## src/rtl/dft_pkg.sv

```systemverilog
// Shared constants and helpers for the DFT accumulation / power stages.
// Holds FSM state codes, default widths and the power-width helper.
package dft_pkg;

    localparam int DFT_ACCUM_WIDTH = 18;
    localparam int DFT_NUM_BINS    = 16;

    typedef logic [1:0] state_t;

    localparam state_t ST_IDLE = 2'd0;
    localparam state_t ST_MUL  = 2'd1;
    localparam state_t ST_OUT  = 2'd2;
    localparam state_t ST_DONE = 2'd3;

    function automatic int pwr_width(input int aw);
        return 2 * aw + 1;
    endfunction

endpackage

```

## src/rtl/dft_power_peak_search_cplx_mag_sq.sv

```systemverilog
// cplx_mag_sq: registered |x|^2 = re^2 + im^2 of one complex sample.
// Ports: clk_i, rst_i (async high), en_i (load), re_i, im_i, pwr_o.
module cplx_mag_sq
    import dft_pkg::*;
#(
    parameter int  ACCUM_WIDTH = DFT_ACCUM_WIDTH,
    localparam int POWER_WIDTH = pwr_width(ACCUM_WIDTH)
) (
    input  logic                          clk_i,
    input  logic                          rst_i,
    input  logic                          en_i,
    input  logic signed [ACCUM_WIDTH-1:0] re_i,
    input  logic signed [ACCUM_WIDTH-1:0] im_i,
    output logic [POWER_WIDTH-1:0]        pwr_o
);

    localparam int PW2 = 2 * ACCUM_WIDTH;

    logic signed [PW2-1:0] re_x;
    logic signed [PW2-1:0] im_x;
    logic signed [PW2-1:0] sq_re;
    logic signed [PW2-1:0] sq_im;
    logic [POWER_WIDTH-1:0] pwr_d;
    logic [POWER_WIDTH-1:0] pwr_q;

    // Squares are computed at 2*AW bits, wide enough that the most
    // negative input (-2^(AW-1)) squares exactly without overflow.
    assign re_x  = {{ACCUM_WIDTH{re_i[ACCUM_WIDTH-1]}}, re_i};
    assign im_x  = {{ACCUM_WIDTH{im_i[ACCUM_WIDTH-1]}}, im_i};
    assign sq_re = re_x * re_x;
    assign sq_im = im_x * im_x;
    assign pwr_d = {1'b0, sq_re} + {1'b0, sq_im};

    always_ff @(posedge clk_i or posedge rst_i) begin
        if (rst_i) begin
            pwr_q <= '0;
        end else if (en_i) begin
            pwr_q <= pwr_d;
        end
    end

    assign pwr_o = pwr_q;

endmodule

```

## src/rtl/dft_power_peak_search.sv

```systemverilog
// Snapshots NUM_BINS complex accumulators, streams per-bin power
// over valid/ready and reports the peak bin once per frame.
// Ports: clk_i, rst_i (async high), A_real_i/A_imag_i (packed bins,
// bin k at [k*AW +: AW]), valid_i, busy_o, overrun_o, pwr_valid_o,
// pwr_ready_i, pwr_o, pwr_bin_o, pwr_last_o, peak_valid_o,
// peak_bin_o, peak_pwr_o.
// Optional: DFT_PWR_THRESHOLD_EN adds thresh_i and peak_hit_o.
module dft_power_peak_search
    import dft_pkg::*;
#(
    parameter int  ACCUM_WIDTH   = DFT_ACCUM_WIDTH,
    parameter int  NUM_BINS      = DFT_NUM_BINS,
    localparam int BIN_IDX_WIDTH = $clog2(NUM_BINS),
    localparam int POWER_WIDTH   = pwr_width(ACCUM_WIDTH)
) (
    input  logic                            clk_i,
    input  logic                            rst_i,
    input  logic [NUM_BINS*ACCUM_WIDTH-1:0] A_real_i,
    input  logic [NUM_BINS*ACCUM_WIDTH-1:0] A_imag_i,
    input  logic                            valid_i,
`ifdef DFT_PWR_THRESHOLD_EN
    input  logic [POWER_WIDTH-1:0]          thresh_i,
    output logic                            peak_hit_o,
`endif
    output logic                            busy_o,
    output logic                            overrun_o,
    output logic                            pwr_valid_o,
    input  logic                            pwr_ready_i,
    output logic [POWER_WIDTH-1:0]          pwr_o,
    output logic [BIN_IDX_WIDTH-1:0]        pwr_bin_o,
    output logic                            pwr_last_o,
    output logic                            peak_valid_o,
    output logic [BIN_IDX_WIDTH-1:0]        peak_bin_o,
    output logic [POWER_WIDTH-1:0]          peak_pwr_o
);

    localparam int SW = NUM_BINS * ACCUM_WIDTH;
    localparam logic [BIN_IDX_WIDTH-1:0] LAST_BIN =
        BIN_IDX_WIDTH'(NUM_BINS - 1);

    state_t                   state_q, state_d;
    logic [BIN_IDX_WIDTH-1:0] bin_cnt_q, bin_cnt_d;
    logic [SW-1:0]            snap_re_q, snap_im_q;
    logic [BIN_IDX_WIDTH-1:0] run_bin_q, run_bin_d;
    logic [POWER_WIDTH-1:0]   run_pwr_q, run_pwr_d;
    logic [BIN_IDX_WIDTH-1:0] peak_bin_q, peak_bin_d;
    logic [POWER_WIDTH-1:0]   peak_pwr_q, peak_pwr_d;
    logic                     overrun_q;
    logic                     snap_load;
    logic                     mag_en;
    logic                     is_last;
    logic [POWER_WIDTH-1:0]   mag_pwr;
    logic [ACCUM_WIDTH-1:0]   sel_re, sel_im;
`ifdef DFT_PWR_THRESHOLD_EN
    logic [POWER_WIDTH-1:0]   thresh_q, thresh_d;
    logic                     hit_q, hit_d;
`endif

    assign sel_re  = snap_re_q[bin_cnt_q*ACCUM_WIDTH +: ACCUM_WIDTH];
    assign sel_im  = snap_im_q[bin_cnt_q*ACCUM_WIDTH +: ACCUM_WIDTH];
    assign is_last = (bin_cnt_q == LAST_BIN);

    cplx_mag_sq #(
        .ACCUM_WIDTH(ACCUM_WIDTH)
    ) u_mag (
        .clk_i (clk_i),
        .rst_i (rst_i),
        .en_i  (mag_en),
        .re_i  (sel_re),
        .im_i  (sel_im),
        .pwr_o (mag_pwr)
    );

    always_comb begin
        state_d    = state_q;
        bin_cnt_d  = bin_cnt_q;
        run_bin_d  = run_bin_q;
        run_pwr_d  = run_pwr_q;
        peak_bin_d = peak_bin_q;
        peak_pwr_d = peak_pwr_q;
        snap_load  = 1'b0;
        mag_en     = 1'b0;
`ifdef DFT_PWR_THRESHOLD_EN
        thresh_d   = thresh_q;
        hit_d      = hit_q;
`endif
        unique case (state_q)
            ST_IDLE: begin
                if (valid_i) begin
                    snap_load = 1'b1;
                    bin_cnt_d = '0;
                    run_bin_d = '0;
                    run_pwr_d = '0;
`ifdef DFT_PWR_THRESHOLD_EN
                    thresh_d  = thresh_i;
`endif
                    state_d   = ST_MUL;
                end
            end
            ST_MUL: begin
                mag_en  = 1'b1;
                state_d = ST_OUT;
            end
            ST_OUT: begin
                if (pwr_ready_i) begin
                    // Strict compare keeps the lowest index on ties.
                    if (bin_cnt_q == '0 || mag_pwr > run_pwr_q) begin
                        run_bin_d = bin_cnt_q;
                        run_pwr_d = mag_pwr;
                    end
                    if (is_last) begin
                        // Peak outputs land together with the DONE pulse.
                        peak_bin_d = run_bin_d;
                        peak_pwr_d = run_pwr_d;
`ifdef DFT_PWR_THRESHOLD_EN
                        hit_d      = (run_pwr_d >= thresh_q);
`endif
                        state_d    = ST_DONE;
                    end else begin
                        bin_cnt_d = bin_cnt_q + BIN_IDX_WIDTH'(1);
                        state_d   = ST_MUL;
                    end
                end
            end
            ST_DONE: begin
                state_d = ST_IDLE;
            end
            default: begin
                state_d = ST_IDLE;
            end
        endcase
    end

    always_ff @(posedge clk_i or posedge rst_i) begin
        if (rst_i) begin
            state_q    <= ST_IDLE;
            bin_cnt_q  <= '0;
            snap_re_q  <= '0;
            snap_im_q  <= '0;
            run_bin_q  <= '0;
            run_pwr_q  <= '0;
            peak_bin_q <= '0;
            peak_pwr_q <= '0;
            overrun_q  <= 1'b0;
`ifdef DFT_PWR_THRESHOLD_EN
            thresh_q   <= '0;
            hit_q      <= 1'b0;
`endif
        end else begin
            state_q    <= state_d;
            bin_cnt_q  <= bin_cnt_d;
            run_bin_q  <= run_bin_d;
            run_pwr_q  <= run_pwr_d;
            peak_bin_q <= peak_bin_d;
            peak_pwr_q <= peak_pwr_d;
            overrun_q  <= valid_i && (state_q != ST_IDLE);
            if (snap_load) begin
                snap_re_q <= A_real_i;
                snap_im_q <= A_imag_i;
            end
`ifdef DFT_PWR_THRESHOLD_EN
            thresh_q   <= thresh_d;
            hit_q      <= hit_d;
`endif
        end
    end

    assign busy_o       = (state_q != ST_IDLE);
    assign overrun_o    = overrun_q;
    assign pwr_valid_o  = (state_q == ST_OUT);
    assign pwr_o        = mag_pwr;
    assign pwr_bin_o    = bin_cnt_q;
    assign pwr_last_o   = (state_q == ST_OUT) && is_last;
    assign peak_valid_o = (state_q == ST_DONE);
    assign peak_bin_o   = peak_bin_q;
    assign peak_pwr_o   = peak_pwr_q;
`ifdef DFT_PWR_THRESHOLD_EN
    assign peak_hit_o   = hit_q;
`endif

endmodule

```

## config.mk

```make
export PLATFORM = sky130hd
export DESIGN_NAME = dft_power_peak_search
export DESIGN_NICKNAME = d
export VERILOG_FILES = /design/src/rtl/dft_pkg.sv /design/src/rtl/dft_power_peak_search_cplx_mag_sq.sv /design/src/rtl/dft_power_peak_search.sv
export SDC_FILE = /design/constraint.sdc
export NUM_CORES = 2
export LEC_CHECK = 0
export BUFFER_PORTS_ARGS = -buffer_cell sky130_fd_sc_hd__buf_2
export CELL_PAD_IN_SITES_DETAIL_PLACEMENT = 1
export CELL_PAD_IN_SITES_GLOBAL_PLACEMENT = 1
export CORE_MARGIN = 8
export CORE_UTILIZATION = 45
export DETAILED_ROUTE_END_ITERATION = 6
export MAX_ROUTING_LAYER = met4
export PLACE_DENSITY_LB_ADDON = 0.2
export SLEW_MARGIN = 10
export SYNTH_ARGS = -nofsm -noshare
export SYNTH_HDL_FRONTEND = slang
export SYNTH_SLANG_ARGS = --single-unit
```

## constraint.sdc

```tcl
create_clock -name clk_i -period 32 [get_ports clk_i]
set_clock_uncertainty 0.1 [all_clocks]
set_input_delay 4.8 -clock clk_i [delete_from_list [all_inputs] [get_ports clk_i]]
set_output_delay 4.8 -clock clk_i [all_outputs]
set_load 0.05 [all_outputs]
```

==> results.toml <==
[synth]
yosys.area.top_type = "dfrtp_1"
ys_ff_latch = 702
synthDistinctLibCells = 73
synth_edf_count = 0
synth_cells = 4670
ys.flop_type = "dfrtp_1"
synth.area.top_cells = "dfrtp_1, fa_1, mux2_2"
syn_area_per_cell_um2 = 11.8
synth_warnings = 0
synth.top_cell.area_share_pct = 32.0
syn_area_um2 = 54900
ys_seq_area_share_pct = 32.0
synthArstFlopShare_pct = 100
synth_nets = 6127

[detailed_routing]
vias = 37500
wl_per_cell_um = 24.9
routed_wl_um = 175000
vias_per_cell = 5.34
drtIter0Drc = 2069
firstDrtPassIters = 5
drc = 0
ant_nets = 0

[placed_design]
dpl.hpwl_um = 139000
globalplace.congestion = 0.875
io_buffers = 666

[floorplan]
dieHeight_um = 365
std_cell_rows = 128
io_pins = 667
die-area_um2 = 133000
die_w_um = 365
core_area_um2 = 121000
start_util_pct = 45.2

[timing]
hold_viol_final = 0
period_share_pct = 38.3
fin_setup_tns_ns = 0
timing.fmax_mhz = 81.5
worst_pin_slew_ns = 1.14
max_slew_margin_pct = 24.0
period_minus_slack_ns = 12.27
finalSetupViolCount = 0
maxSlewViolCount = 0
rsz0062_at_grt = "false"

[clocking]
hold_buffers = 0
cts_setup_buffers = 0
clk_path_buf_depth = 3
cts_resized = 0
h-tree-depth = 3
cts_buffers = 80
clock_sinks = 702
clock-root-buffer = "clkbuf_16"
cts_tree = "done"
clk_latency_ns = 0.69
cts.clk_slew.worst_paths_ns = 0.07

[critical_path]
crit_fanout = 53
path_common_cell = "fa_1"
cp-start-kind = "register"
crit_path_end_kind = "register"
arrival_ns = 12.78
cpMaxStageDelayCell = "dfrtp_4"
cp.required_ns = 32.50
slowest_delay_ns = 0.94
path_class = "reg2reg"

[status]
status = "complete, no violations"

[global_routing]
grt_start_max_net_pins = 195
overflow = 0
antenna_found_initial = 98
first_global_vias = 43000
grt_pass1_wl_um = 266000
grtUsageTotal_pct = 27.1

[worst_hold_path]
holdCritPathClass = "reg2reg"

[layout]
nets = 6713
final_common_cell = "inv_1"
syn_to_final_growth_pct = 14.1
final_cell_mix = "inv_1, dfrtp_1, buf_2, fa_1, mux2_2"
drive_above_1_share_pct = 30.8

[run]
maxCapViolations = 0
==> synth_stat cells (all sizes together), types with 76 or more instances <==
master / instances
a21oi: 76
and2: 104
clkbuf: 126
dfrtp: 702
fa: 595
ha: 282
inv: 905
mux2: 588
mux4: 170
nand2: 324
nor2: 102
o21ai: 140
xnor2: 77
==> worst max-delay path, delay by kind of cell (launching register included) <==
kind,cells,cell delay (ns)
DFF,1,0.94
xor gates and xnor gates,1,0.18
adders and majority gates,8,3.79
muxes,2,0.72
AOI/OAI and AO/OA,8,3.00
buffers and inverters,7,2.06
and+or+nand+nor,7,1.24
==> metrics by stage <==
| step | std cells | hold slack, ns | area (um2) | setup WS, ns | util (%) |
|---|---|---|---|---|---|
| after floorplan | 4670 | 0.358 | 54900 | 7.41 | - |
| after global placement | 6799 | 0.362 | 59800 | 20.16 | 49.2 |
| after detailed placement | 6799 | 0.370 | 59800 | 19.87 | 49.2 |
| after CTS | 6939 | 0.383 | 62400 | 19.82 | 51.4 |
| after global routing | 7017 | 0.399 | 62600 | 19.15 | 51.6 |
| final | 7018 | 0.378 | 62600 | 19.73 | 51.6 |
==> final timing paths <==
check,startpoint,endpoint,slack [ns],cells past startpoint
max,pwr_bin_o[1],u_mag.pwr_o[34],19.73,33
min,peak_pwr_o[6],peak_pwr_o[6],0.38,2
max reg2reg,pwr_bin_o[1],u_mag.pwr_o[34],19.73,33
min reg2reg,peak_pwr_o[6],peak_pwr_o[6],0.38,2
max in group asynchronous,rst_i,snap_im_q[132],24.66,5
min in group asynchronous,rst_i,snap_re_q[152],4.11,2
==> area by class of cell <==
cell class | instances | area (um2)
multi-input combinational | 2871 | 33100
timing repair buffer | 696 | 3600
tap | 1625 | 2030
antenna | 79 | 198
inverter | 905 | 3400
fill | 13100 | 58800
clock buffer | 107 | 2230
clock inverter | 33 | 458
sequential | 702 | 17600
==> registers in the layout, summed over array words and instances, names as in the netlist <==
name	flops
snap_im_q	288
snap_re_q	288
peak_pwr_o	37
run_pwr_q	37
u_mag.pwr_o	37
peak_bin_o	4
pwr_bin_o	4
run_bin_q	4
state_q	2
overrun_o	1
==> kinds of logic after synthesis <==
kind of cell | synth area share, %
buf+inv | 7.68
fa+ha+maj | 28.1
mux | 19.9
flops | 32.0
simple gates | 5.48
compound gates | 5.00
xor+xnor | 1.79
==> routing by layer <==
metal  GRT usage, %  share of wire [%]
met5              -                  0
met4           7.85                3.1
met3           6.29                6.1
met2           45.3                 50
met1           33.1                 40
Power is not shown: default switching activity piles up to over one toggle a cycle in this logic, so the estimate is an artifact.
